$ cat src/rtl/reorder_buffer_pkg.sv
// Shared reorder-buffer sizing and the entry record, also consumed by rename.
// Module parameters default to these values and must agree with them.
package reorder_buffer_pkg;
   localparam int ROB_DEPTH = 16;
   localparam int PHYS_W    = 6;
   localparam int ARCH_W    = 5;

   typedef struct packed {
      logic              valid;
      logic              done;
      logic [PHYS_W-1:0] phys_rd;
      logic [PHYS_W-1:0] old_phys_rd;
      logic [ARCH_W-1:0] arch_rd;
   } rob_entry_t;
endpackage

$ cat src/rtl/reorder_buffer_ptr_ctrl.sv
// Head/tail/occupancy bookkeeping for the reorder buffer circular queue.
// Full and empty are told apart by count alone, since head == tail in both cases.
module rob_ptr_ctrl
#(
   parameter int DEPTH = reorder_buffer_pkg::ROB_DEPTH,
   parameter int PTR_W = $clog2(DEPTH)
)
(
   input  logic             clk,
   input  logic             reset,
   input  logic             do_alloc,
   input  logic             do_retire,
   output logic [PTR_W-1:0] head,
   output logic [PTR_W-1:0] tail,
   output logic [PTR_W:0]   count
);
   import reorder_buffer_pkg::*;

   always_ff @(posedge clk or posedge reset) begin
      if (reset) begin
         head  <= '0;
         tail  <= '0;
         count <= '0;
      end else begin
         // Power-of-two depth, so the pointer increment wraps on its own.
         if (do_alloc)  tail <= tail + PTR_W'(1);
         if (do_retire) head <= head + PTR_W'(1);
         case ({do_alloc, do_retire})
            2'b10:   count <= count + (PTR_W+1)'(1);
            2'b01:   count <= count - (PTR_W+1)'(1);
            default: count <= count;
         endcase
      end
   end
endmodule

$ cat src/rtl/reorder_buffer.sv
// In-order retirement buffer: allocate at tail, mark done by physical tag,
// retire one done head entry per cycle and hand back its old physical register.
module reorder_buffer
#(
   parameter int ROB_DEPTH = reorder_buffer_pkg::ROB_DEPTH,
   parameter int PHYS_W    = reorder_buffer_pkg::PHYS_W,
   parameter int ARCH_W    = reorder_buffer_pkg::ARCH_W
)
(
   input  logic                           clk,
   input  logic                           reset,
   input  logic                           alloc_valid,
   input  logic [PHYS_W-1:0]              alloc_phys_rd,
   input  logic [PHYS_W-1:0]              alloc_old_phys_rd,
   input  logic [ARCH_W-1:0]              alloc_arch_rd,
   output logic                           alloc_ready,
   output logic [$clog2(ROB_DEPTH)-1:0]   alloc_tag,
   input  logic                           complete_valid,
   input  logic [PHYS_W-1:0]              complete_phys_reg,
   output logic                           retire_valid,
   output logic [PHYS_W-1:0]              retire_phys_reg,
   output logic [ARCH_W-1:0]              retire_arch_reg,
   output logic                           rob_empty,
   output logic [$clog2(ROB_DEPTH):0]     rob_count
);
   import reorder_buffer_pkg::rob_entry_t;

   localparam int PTR_W = $clog2(ROB_DEPTH);
   localparam int CNT_W = PTR_W + 1;

   logic [PTR_W-1:0] head;
   logic [PTR_W-1:0] tail;
   logic [CNT_W-1:0] count;
   logic             do_alloc;
   logic             do_retire;
   rob_entry_t       entries [ROB_DEPTH];

   // Ready looks only at registered occupancy, so a retire in the same cycle
   // never lets a full buffer take a new entry into the slot being freed.
   assign alloc_ready = (count < CNT_W'(ROB_DEPTH));
   assign rob_empty   = (count == '0);
   assign alloc_tag   = tail;
   assign rob_count   = count;
   assign do_alloc    = alloc_valid && alloc_ready;
   assign do_retire   = entries[head].valid && entries[head].done;

   rob_ptr_ctrl #(.DEPTH(ROB_DEPTH), .PTR_W(PTR_W)) u_ptr (
      .clk       (clk),
      .reset     (reset),
      .do_alloc  (do_alloc),
      .do_retire (do_retire),
      .head      (head),
      .tail      (tail),
      .count     (count)
   );

   always_ff @(posedge clk or posedge reset) begin
      if (reset) begin
         for (int i = 0; i < ROB_DEPTH; i++) entries[i] <= '0;
      end else begin
         for (int i = 0; i < ROB_DEPTH; i++) begin
            if (complete_valid && entries[i].valid &&
                entries[i].phys_rd == complete_phys_reg)
               entries[i].done <= 1'b1;
            if (do_retire && head == PTR_W'(i))
               entries[i].valid <= 1'b0;
            if (do_alloc && tail == PTR_W'(i))
               entries[i] <= '{valid:       1'b1,
                               done:        1'b0,
                               phys_rd:     alloc_phys_rd,
                               old_phys_rd: alloc_old_phys_rd,
                               arch_rd:     alloc_arch_rd};
         end
      end
   end

   // Retire payload holds its last value while retire_valid is low.
   always_ff @(posedge clk or posedge reset) begin
      if (reset) begin
         retire_valid    <= 1'b0;
         retire_phys_reg <= '0;
         retire_arch_reg <= '0;
      end else begin
         retire_valid <= do_retire;
         if (do_retire) begin
            retire_phys_reg <= entries[head].old_phys_rd;
            retire_arch_reg <= entries[head].arch_rd;
         end
      end
   end
endmodule

$ cat config.mk
export PLATFORM = sky130hd
export DESIGN_NAME = reorder_buffer
export DESIGN_NICKNAME = d
export VERILOG_FILES = /design/src/rtl/reorder_buffer_pkg.sv /design/src/rtl/reorder_buffer_ptr_ctrl.sv /design/src/rtl/reorder_buffer.sv
export SDC_FILE = /design/constraint.sdc
export NUM_CORES = 1
export LEC_CHECK = 0
export CAP_MARGIN = 20
export CELL_PAD_IN_SITES_DETAIL_PLACEMENT = 0
export CELL_PAD_IN_SITES_GLOBAL_PLACEMENT = 2
export CORE_MARGIN = 1.5
export CORE_UTILIZATION = 45
export DETAILED_ROUTE_END_ITERATION = 7
export PLACE_DENSITY = 0.85
export SLEW_MARGIN = 20
export SYNTH_ARGS = -nofsm -noshare
export SYNTH_HDL_FRONTEND = slang
export SYNTH_SLANG_ARGS = --single-unit
$ cat constraint.sdc
create_clock -name clk -period 13.6 [get_ports clk]
set_clock_uncertainty 0.15 [all_clocks]
set_input_delay 2.72 -clock clk [delete_from_list [all_inputs] [get_ports clk]]
set_output_delay 2.72 -clock clk [all_outputs]
set_load 0.05 [all_outputs]
==> qor.csv, run 1 <==
stage;metric;value;unit
min_path;worstHoldStart;retire_phys_reg[0]$_DFFE_PP0P_;
min_path;whs_endpoint;retire_phys_reg[0]$_DFFE_PP0P_;
critical_path;timing.critical_path.to_type;register;
sta;setup_violations;0;
pwr;fraction_of_power_consumed_by_sequential_logic;40.3;%
clocking;cts_tree;built;
layout;mostFrequentLayoutCells;327 x sky130_fd_sc_hd__dfrtp_1, 281 x sky130_fd_sc_hd__mux2_2, 70 x sky130_fd_sc_hd__xnor2_1;
grt;grt_max_degree;132;
logic_synthesis;synth.avg_cell_area;14.4;um2
drt;detail_route.drc_violations;0;
logic_synthesis;postSynthRegisterBits;329;
critical_path;r2r-start;u_ptr.head[0]$_DFFE_PP0P_;
logic_synthesis;synth_flop_cell;sky130_fd_sc_hd__dfrtp_1;
clocking;tritoncts.num_buffers;38;
clocking;cts_setup_buffers;0;
layout;largest_register_ff_count;304;
layout;fin_nets;1143;
floorplanning;die_outline_area;35000;um2
grt;grt_usage;20.6;%
clocking;cts.reportedPaths.clkPinSlew;60;ps
logic_synthesis;yosys_warnings;0;
pwr;internal_power;2.81;mW
sta;fmax;184;MHz
pwr;clockPowerShare;23.8;%
grt;first_pass_grt_wire_length;56.0;mm
pwr;net-switching-power;1.36;mW
placement;placement.cell_area;16200;um2
pwr;power.switching_fraction;32.5;%
drt;detail-route-antenna-nets;0;
pwr;cellPowerDensity;239;nW/um2
outcome;status;finished, final reports clean;
floorplanning;num_io_pins;50;
logic_synthesis;synth_async_sr_flop_share;100;%
layout;area_growth_syn_to_fin;14.6;%
critical_path;rr_endpoint;u_ptr.count[4]$_DFFE_PP0P_;
clocking;clkLatencyLatePin;520;ps
floorplanning;dieHeight;187;um
clocking;number_of_buffers_on_the_longest_clock_path;3;
logic_synthesis;synth_sequential_area_ratio;54.0;%
sta;rsz0062_at_grt;no;
grt;grt_antenna_before_repair;0;
drt;post_drt_wl_per_cell;22.1;um
layout;fin_area;17500;um2
layout;layout_cells_sized_above_1;39.0;%
sta;endpoints_failing_hold;0;
grt;grt.overflow.total;0;
clocking;numClockSinks;329;
sta;tightestPinTransition;1010;ps
pwr;power.ir.vdd_worst;0.111;mV
min_path;worst_hold_path_type;reg2reg;
critical_path;worstPathRequired;13900;ps
logic_synthesis;post_synth_num_cell_types;49;
critical_path;cp_max_fo;13;
clocking;cts_root_buffer;sky130_fd_sc_hd__clkbuf_16;
layout;layout.cells.most_common;sky130_fd_sc_hd__dfrtp_1;
floorplanning;core_area;33400;um2
critical_path;regToRegSetupSlack;8870;ps
layout;insertedDiodeCount;0;
logic_synthesis;synth_enable_flop_cells;0;
min_path;timing.hold.worst_path_depth;1;
drt;num_vias;8826;
critical_path;start_kind;input pin;
sta;final_period_minus_worst_setup_slack;5450;ps
drt;drt_wl_total;34.9;mm
run;timing.max_cap.violations;0;
critical_path;r2r.worst_path.cells;14;
placement;port-buffer-count;49;
clocking;cts-htree-levels;2;
critical_path;critPathArrivalTime;5740;ps
floorplanning;start_util;45.6;%
pwr;power.leakage;7.61;nW
drt;drtIter0Drc;425;
floorplanning;dieWidth;187;um
sta;slew_headroom;32.4;%
logic_synthesis;synthesis.area;15200;um2
clocking;cts_resized;0;
drt;routed_via_density;5.59;
critical_path;start_to_end_type_of_the_worst_setup_path;in2reg;
pwr;power.combinational.fraction;35.9;%
sta;fin_tns_setup;0;ps
clocking;cts_hold_buf;0;
floorplanning;rows;67;
drt;drtPass1Iterations;4;
logic_synthesis;syn_inst;1061;
grt;grt_pass1_vias;9138;
sta;maxSlewViolCount;0;
sta;hold_slack;345;ps
logic_synthesis;syn-num-nets;1100;
sta;final_min_period_over_clock_period;40.0;%
placement;place.gp.congestion;0.785;
placement;dp_hpwl;21.3;mm
## how the worst max path moves through the flow
stage,from,to,slack [ps],cells past startpoint
2_1_floorplan,reset,entries[0]$_DFFE_PP0P_,1620,1
3_3_place_gp,alloc_valid,u_ptr.count[4]$_DFFE_PP0P_,7620,11
3_5_place_dp,alloc_valid,u_ptr.count[4]$_DFFE_PP0P_,7600,11
4_1_cts,alloc_valid,u_ptr.count[4]$_DFFE_PP0P_,8130,11
5_1_grt,alloc_valid,u_ptr.count[4]$_DFFE_PP0P_,7920,11
6_report,alloc_valid,u_ptr.count[4]$_DFFE_PP0P_,8150,11
## cells by family (layout without fill, tap and decap cells)
logic type | after synthesis | after routing | synth area share, %
buffers and inverters | 90 | 161 | 2.41
muxes | 345 | 345 | 29.6
DFF | 329 | 329 | 54.0
AOI/OAI and AO/OA | 56 | 56 | 2.90
xor gates and xnor gates | 106 | 106 | 6.09
adders and majority gates | 12 | 12 | 0.985
and+or+nand+nor | 123 | 123 | 4.04
## power by group through the flow
stage	sequential (mW)	combinational (mW)	clock, mW
finish	1.68	1.50	0.993
global route	1.74	1.63	1.06
CTS	1.68	1.51	1.01
detailed placement	1.70	1.51	0
global placement	1.68	1.48	0
floorplan	1.69	1.13	0
## worst max-delay path, stage by stage
cell and delay (ps):
sky130_fd_sc_hd__clkdlybuf4s50_1 450, sky130_fd_sc_hd__nor2b_1 710, sky130_fd_sc_hd__inv_1 170, sky130_fd_sc_hd__ha_1 380, sky130_fd_sc_hd__xor2_1 190, sky130_fd_sc_hd__ha_1 220
sky130_fd_sc_hd__o21a_1 170, sky130_fd_sc_hd__o22a_1 190, sky130_fd_sc_hd__a21oi_1 180, sky130_fd_sc_hd__mux2i_1 230, sky130_fd_sc_hd__xnor2_1 130
## synth_stat cells (13+ instances only)
library cell / instances / area (um2)
sky130_fd_sc_hd__nor3_1: 14 / 70.1
sky130_fd_sc_hd__mux2_2: 281 / 3160
sky130_fd_sc_hd__xor2_1: 36 / 315
sky130_fd_sc_hd__dfrtp_1: 329 / 8230
sky130_fd_sc_hd__inv_1: 16 / 60.1
sky130_fd_sc_hd__a41oi_1: 13 / 114
sky130_fd_sc_hd__nor2_1: 34 / 128
sky130_fd_sc_hd__mux4_2: 56 / 1260
sky130_fd_sc_hd__xnor2_1: 70 / 613
sky130_fd_sc_hd__nand3_1: 27 / 135
sky130_fd_sc_hd__nand2_1: 14 / 52.6
sky130_fd_sc_hd__clkbuf_1: 57 / 214
## through the flow
stage / setup slack [ps] / utilization, % / power, mW / instances
finish: 8150 / 52.3 / 4.17 / 1580
global route: 7920 / 52.3 / 4.42 / 1580
CTS: 8130 / 52.2 / 4.21 / 1579
detailed placement: 7600 / 48.6 / 3.20 / 1511
global placement: 7620 / 48.5 / 3.16 / 1510
floorplan: 1620 / - / 2.82 / 1061
## cell type report
class	count	area, um2
tap	448	561
clock buffer	55	1110
sequential	329	8240
clock inverter	13	118
timing repair buffer	77	708
inverter	16	67.6
multi-input combinational	642	6680
fill	2759	16000
## metal layers
metal,global-route usage [%],wire (um),part of all wire (%)
met5,0,0,0
met4,5.65,842,2.4
met3,2.51,1100,3.2
met2,31.9,16100,46
met1,30.8,16900,48
(Power assumes the default switching activity.)
==> run 2, diff against run 1 <==
Settings changed: CORE_UTILIZATION 45 to 41, PLACE_DENSITY 0.85 to 0.82.
Clock period 13.6 ns to 4.7 ns, I/O delays scaled along.
==> qor.csv, run 2 (synthesis results as in run 1) <==
stage;metric;value;unit
drt;routed_via_density;5.45;
sta;fmax;263;MHz
layout;fin_area;17600;um2
min_path;timing.hold.worst_path_depth;1;
layout;insertedDiodeCount;0;
critical_path;timing.critical_path.to_type;register;
outcome;status;finished, final reports clean;
pwr;fraction_of_power_consumed_by_sequential_logic;40.2;%
pwr;clockPowerShare;24.0;%
sta;maxSlewViolCount;0;
critical_path;critical-path-slowest-cell;sky130_fd_sc_hd__dfrtp_1;
sta;setup_violations;0;
sta;postLayoutSetupSlackWorst;892;ps
drt;drt_wl_total;34.8;mm
placement;place.gp.congestion;0.832;
critical_path;top_cell_family_by_delay_on_the_critical_path;compound AO/OA/AOI/OAI gates;
pwr;power.ir.vdd_worst;0.300;mV
layout;mostFrequentLayoutCells;327 x sky130_fd_sc_hd__dfrtp_1, 281 x sky130_fd_sc_hd__mux2_2, 70 x sky130_fd_sc_hd__xnor2_1;
layout;fillCellCount;3211;
grt;grt_max_degree;169;
clocking;cts_hold_buf;0;
pwr;finalPower;12.1;mW
pwr;cellPowerDensity;689;nW/um2
clocking;cts.reportedPaths.clkPinSlew;60;ps
critical_path;worstPathRequired;5000;ps
pwr;internal_power;8.21;mW
sta;tightestPinTransition;1150;ps
drt;drtIter0Drc;530;
placement;worst_slack_after_detailed_placement;917;ps
layout;fin_nets;1148;
pwr;power.combinational.fraction;35.7;%
placement;placement.cell_area;16300;um2
sta;rsz0062_at_grt;no;
floorplanning;dieHeight;196;um
critical_path;crit_path_max_incr_delay;790;ps
floorplanning;start_util;41.7;%
sta;hold_slack;335;ps
clocking;cts-htree-levels;2;
critical_path;critPathArrivalTime;4110;ps
drt;detail-route-antenna-nets;0;
floorplanning;die_outline_area;38400;um2
grt;grt_antenna_before_repair;1;
clocking;number_of_buffers_on_the_longest_clock_path;3;
placement;placed_cells_incl_taps;1538;
grt;grt.overflow.total;0;
critical_path;r2r-start;u_ptr.head[2]$_DFFE_PP0P_;
clocking;cts_tree;built;
critical_path;r2r.worst_path.cells;12;
drt;num_vias;8739;
drt;post_drt_wl_per_cell;21.7;um
clocking;clkLatencyLatePin;530;ps
floorplanning;core_area;36600;um2
clocking;tritoncts.num_buffers;37;
sta;fin_tns_setup;0;ps
floorplanning;num_io_pins;50;
drt;drtPass1Iterations;6;
placement;port-buffer-count;49;
clocking;cts_setup_buffers;0;
sta;final_min_period_over_clock_period;81.0;%
run;timing.max_cap.violations;0;
layout;area_growth_syn_to_fin;15.2;%
pwr;power.switching_fraction;32.2;%
critical_path;crit_path_cell_trace;mux2i_1 -> a22o_1 -> or4_4 -> o31ai_4 -> ha_1 -> xor2_1 -> ha_1 -> o21a_1 -> o22a_1 -> a21oi_1 -> mux2i_1 -> xnor2_1;
grt;grt_pass1_vias;9190;
sta;endpoints_failing_hold;0;
pwr;net-switching-power;3.90;mW
critical_path;critical_path.startpoint;u_ptr.head[2]$_DFFE_PP0P_;
clocking;cts_resized;0;
layout;final_util;48.0;%
sta;slew_headroom;23.1;%
clocking;cts_root_buffer;sky130_fd_sc_hd__clkbuf_16;
critical_path;cp_max_fo;21;
critical_path;start_kind;register;
drt;detail_route.drc_violations;0;
grt;first_pass_grt_wire_length;55.2;mm
pwr;power.leakage;7.67;nW
layout;layout.cells.most_common;sky130_fd_sc_hd__dfrtp_1;
floorplanning;rows;70;
min_path;worst_hold_path_type;reg2reg;
grt;grt_usage;18.8;%
min_path;worstHoldStart;retire_arch_reg[1]$_DFFE_PP0P_;
critical_path;start_to_end_type_of_the_worst_setup_path;reg2reg;
layout;largest_register_ff_count;304;
clocking;numClockSinks;329;
placement;dp_hpwl;22.1;mm
floorplanning;dieWidth;196;um
critical_path;path_depth;12;
layout;layout_cells_sized_above_1;39.6;%
sta;final_period_minus_worst_setup_slack;3810;ps
layout;fin_cells;1604;
critical_path;path_buf_inv;0;
==> run 2: cell count changes in the layout (fill, tap and decap cells not counted), sizes merged <==
cell | before | now
inv | 16 | 18
clkinv | 10 | 6
bufinv | 1 | 2
clkdlybuf4s50 | 49 | 47
buf | 28 | 36
clkinvlp | 2 | 1
==> run 2: metal layers <==
metal | routed length [um] | up-vias | GRT usage, %
li1 | - | 3941 | -
met1 | 16800 | 4644 | 26.9
met2 | 16600 | 106 | 30.6
met3 | 907 | 46 | 2.53
met4 | 541 | 2 | 4.02
met5 | 13 | - | 0
==> run 2: power by group through the flow <==
stage          sequential, mW  clock (mW)  combinational [mW]
6_report                 4.87        2.91                4.33
5_1_grt                  5.04        3.09                4.70
4_1_cts                  4.87        2.99                4.39
3_5_place_dp             4.92           0                4.37
3_3_place_gp             4.87           0                4.30
2_1_floorplan            4.89           0                3.27
==> run 2: layout make-up <==
cell class / instances / area [um2] / share of cell area, %
Timing Repair Buffer: 83 / 761 / 4.33
Sequential cell: 329 / 8240 / 46.9
Inverter: 16 / 63.8 / 0.363
Clock buffer: 55 / 1110 / 6.34
Multi-Input combinational cell: 642 / 6680 / 38.0
Tap cell: 468 / 586 / 3.33
Clock inverter: 11 / 131 / 0.748
==> run 2: final timing paths <==
check | endpoint | slack [ps]
setup / recovery | u_ptr.count[4]$_DFFE_PP0P_ | 890
hold / removal | retire_arch_reg[1]$_DFFE_PP0P_ | 330
setup reg to reg | u_ptr.count[4]$_DFFE_PP0P_ | 890
hold reg to reg | retire_arch_reg[1]$_DFFE_PP0P_ | 330
max in group asynchronous | entries[209]$_DFFE_PP0P_ | 2540
min in group asynchronous | entries[85]$_DFFE_PP0P_ | 610
==> run 3, diff against run 2 <==
Settings changed: CORE_UTILIZATION 41 to 45, PLACE_DENSITY 0.82 to 0.85.
Clock period 4.7 ns to 3.7 ns, I/O delays scaled along.
==> qor.csv, run 3 (synthesis results as in run 1) <==
stage;metric;value;unit
run;timing.max_cap.violations;0;
grt;grt_antenna_before_repair;0;
clocking;numClockSinks;329;
drt;wl_met1;16.3;mm
floorplanning;dieHeight;187;um
pwr;cellPowerDensity;874;nW/um2
grt;grt_usage;21.5;%
sta;endpoints_failing_hold;0;
floorplanning;start_util;45.6;%
sta;final_min_period_over_clock_period;89.5;%
clocking;cts_hold_buf;0;
layout;mostFrequentLayoutCells;327 x sky130_fd_sc_hd__dfrtp_1, 281 x sky130_fd_sc_hd__mux2_2, 70 x sky130_fd_sc_hd__xnor2_1;
floorplanning;rows;67;
floorplanning;dieWidth;187;um
drt;drtIter0Drc;446;
critical_path;timing.critical_path.to_type;primary output;
sta;setup_violations;0;
placement;place.gp.congestion;0.897;
pwr;power.ir.vdd_worst;0.412;mV
layout;insertedDiodeCount;0;
clocking;clkLatencyLatePin;530;ps
sta;tightestPinTransition;991;ps
clocking;cts.reportedPaths.clkPinSlew;60;ps
floorplanning;num_io_pins;50;
critical_path;worstPathRequired;2810;ps
critical_path;crit_path_max_incr_delay;800;ps
sta;fmax;302;MHz
sta;maxSlewViolCount;0;
drt;drtPass1Iterations;4;
pwr;power.leakage;7.70;nW
clocking;cts_resized;0;
layout;layout_cells_sized_above_1;39.5;%
sta;rsz0062_at_grt;no;
drt;route.met2.wl;17.4;mm
sta;slew_headroom;33.9;%
layout;largest_register_ff_count;304;
outcome;status;finished, final reports clean;
layout;layout.cells.most_common;sky130_fd_sc_hd__dfrtp_1;
grt;grt_pass1_vias;9575;
drt;dr.max_layer_used;met4;
clocking;cts-htree-levels;2;
drt;num_vias;8980;
critical_path;critPathArrivalTime;2420;ps
pwr;finalPower;15.4;mW
floorplanning;core_area;33400;um2
layout;area_growth_syn_to_fin;15.6;%
clocking;cts_tree;built;
drt;detail-route-antenna-nets;0;
layout;fin_nets;1158;
critical_path;crit_path_cell_trace;or4_1 -> nor2_1 -> clkdlybuf4s50_1;
critical_path;path_buf_inv;1;
drt;post_drt_wl_per_cell;22.6;um
placement;worst_slack_after_detailed_placement;442;ps
sta;hold_slack;348;ps
sta;postLayoutSetupSlackWorst;387;ps
layout;fillCellCount;2815;
min_path;worst_hold_path_type;reg2reg;
layout;final_util;52.7;%
placement;port-buffer-count;49;
critical_path;start_kind;register;
grt;first_pass_grt_wire_length;57.8;mm
sta;final_period_minus_worst_setup_slack;3310;ps
drt;drt_wl_total;36.1;mm
drt;routed_via_density;5.63;
critical_path;top_cell_family_by_delay_on_the_critical_path;buffers and inverters;
clocking;tritoncts.num_buffers;37;
critical_path;start_to_end_type_of_the_worst_setup_path;reg2out;
clocking;cts_root_buffer;sky130_fd_sc_hd__clkbuf_16;
critical_path;cp_max_fo;9;
drt;detail_route.drc_violations;0;
clocking;number_of_buffers_on_the_longest_clock_path;3;
floorplanning;die_outline_area;35000;um2
critical_path;critical-path-slowest-cell;sky130_fd_sc_hd__clkdlybuf4s50_1;
grt;grt.overflow.total;0;
clocking;cts_setup_buffers;0;
grt;grt_max_degree;127;
drt;dr_wl_met3;1.52;mm
placement;dp_hpwl;21.8;mm
-- run 3: layer usage --
metal | track usage, % | up-vias
li1 | - | 3969
met1 | 29.7 | 4775
met2 | 35.2 | 175
met3 | 3.21 | 61
met4 | 6.27 | 0
met5 | 0 | -
-- run 3: cell type report --
class,instances,area [um2],area share [%]
Inverter,16,63.8,0.362
Clock buffer,58,1090,6.21
Sequential cell,329,8240,46.7
Multi-Input combinational cell,642,6680,37.9
Clock inverter,10,129,0.731
Timing Repair Buffer,93,871,4.94
Tap cell,448,561,3.18
-- run 3: worst paths after layout --
kind                       cells after the start  slack, ps                        from                        endpoint
hold / removal                                 1        350    entries[283]$_DFFE_PP0P_        entries[283]$_DFFE_PP0P_
setup / recovery                               3        390  u_ptr.count[1]$_DFFE_PP0P_                       rob_empty
min in group asynchronous                      3        640                       reset         entries[28]$_DFFE_PP0P_
max in group asynchronous                      3       2170                       reset  retire_phys_reg[0]$_DFFE_PP0P_
hold reg to reg                                1        350    entries[283]$_DFFE_PP0P_        entries[283]$_DFFE_PP0P_
setup reg to reg                              12        400   u_ptr.head[1]$_DFFE_PP0P_      u_ptr.count[4]$_DFFE_PP0P_
-- run 3: where the power goes --
group          leakage [nW]  internal [mW]  total (mW)  switching, mW
combinational          2.92           3.08        5.63           2.55
clock                 0.598           2.19        3.67           1.48
sequential             4.18           5.16        6.11          0.956
-- run 3: metrics by stage --
step	setup TNS [ps]	instances	area, um2
after floorplan	-520700	1061	15300
after global routing	0	1596	17600
after CTS	0	1596	17600
final	0	1596	17600
after global placement	0	1528	16400
after detailed placement	0	1528	16400
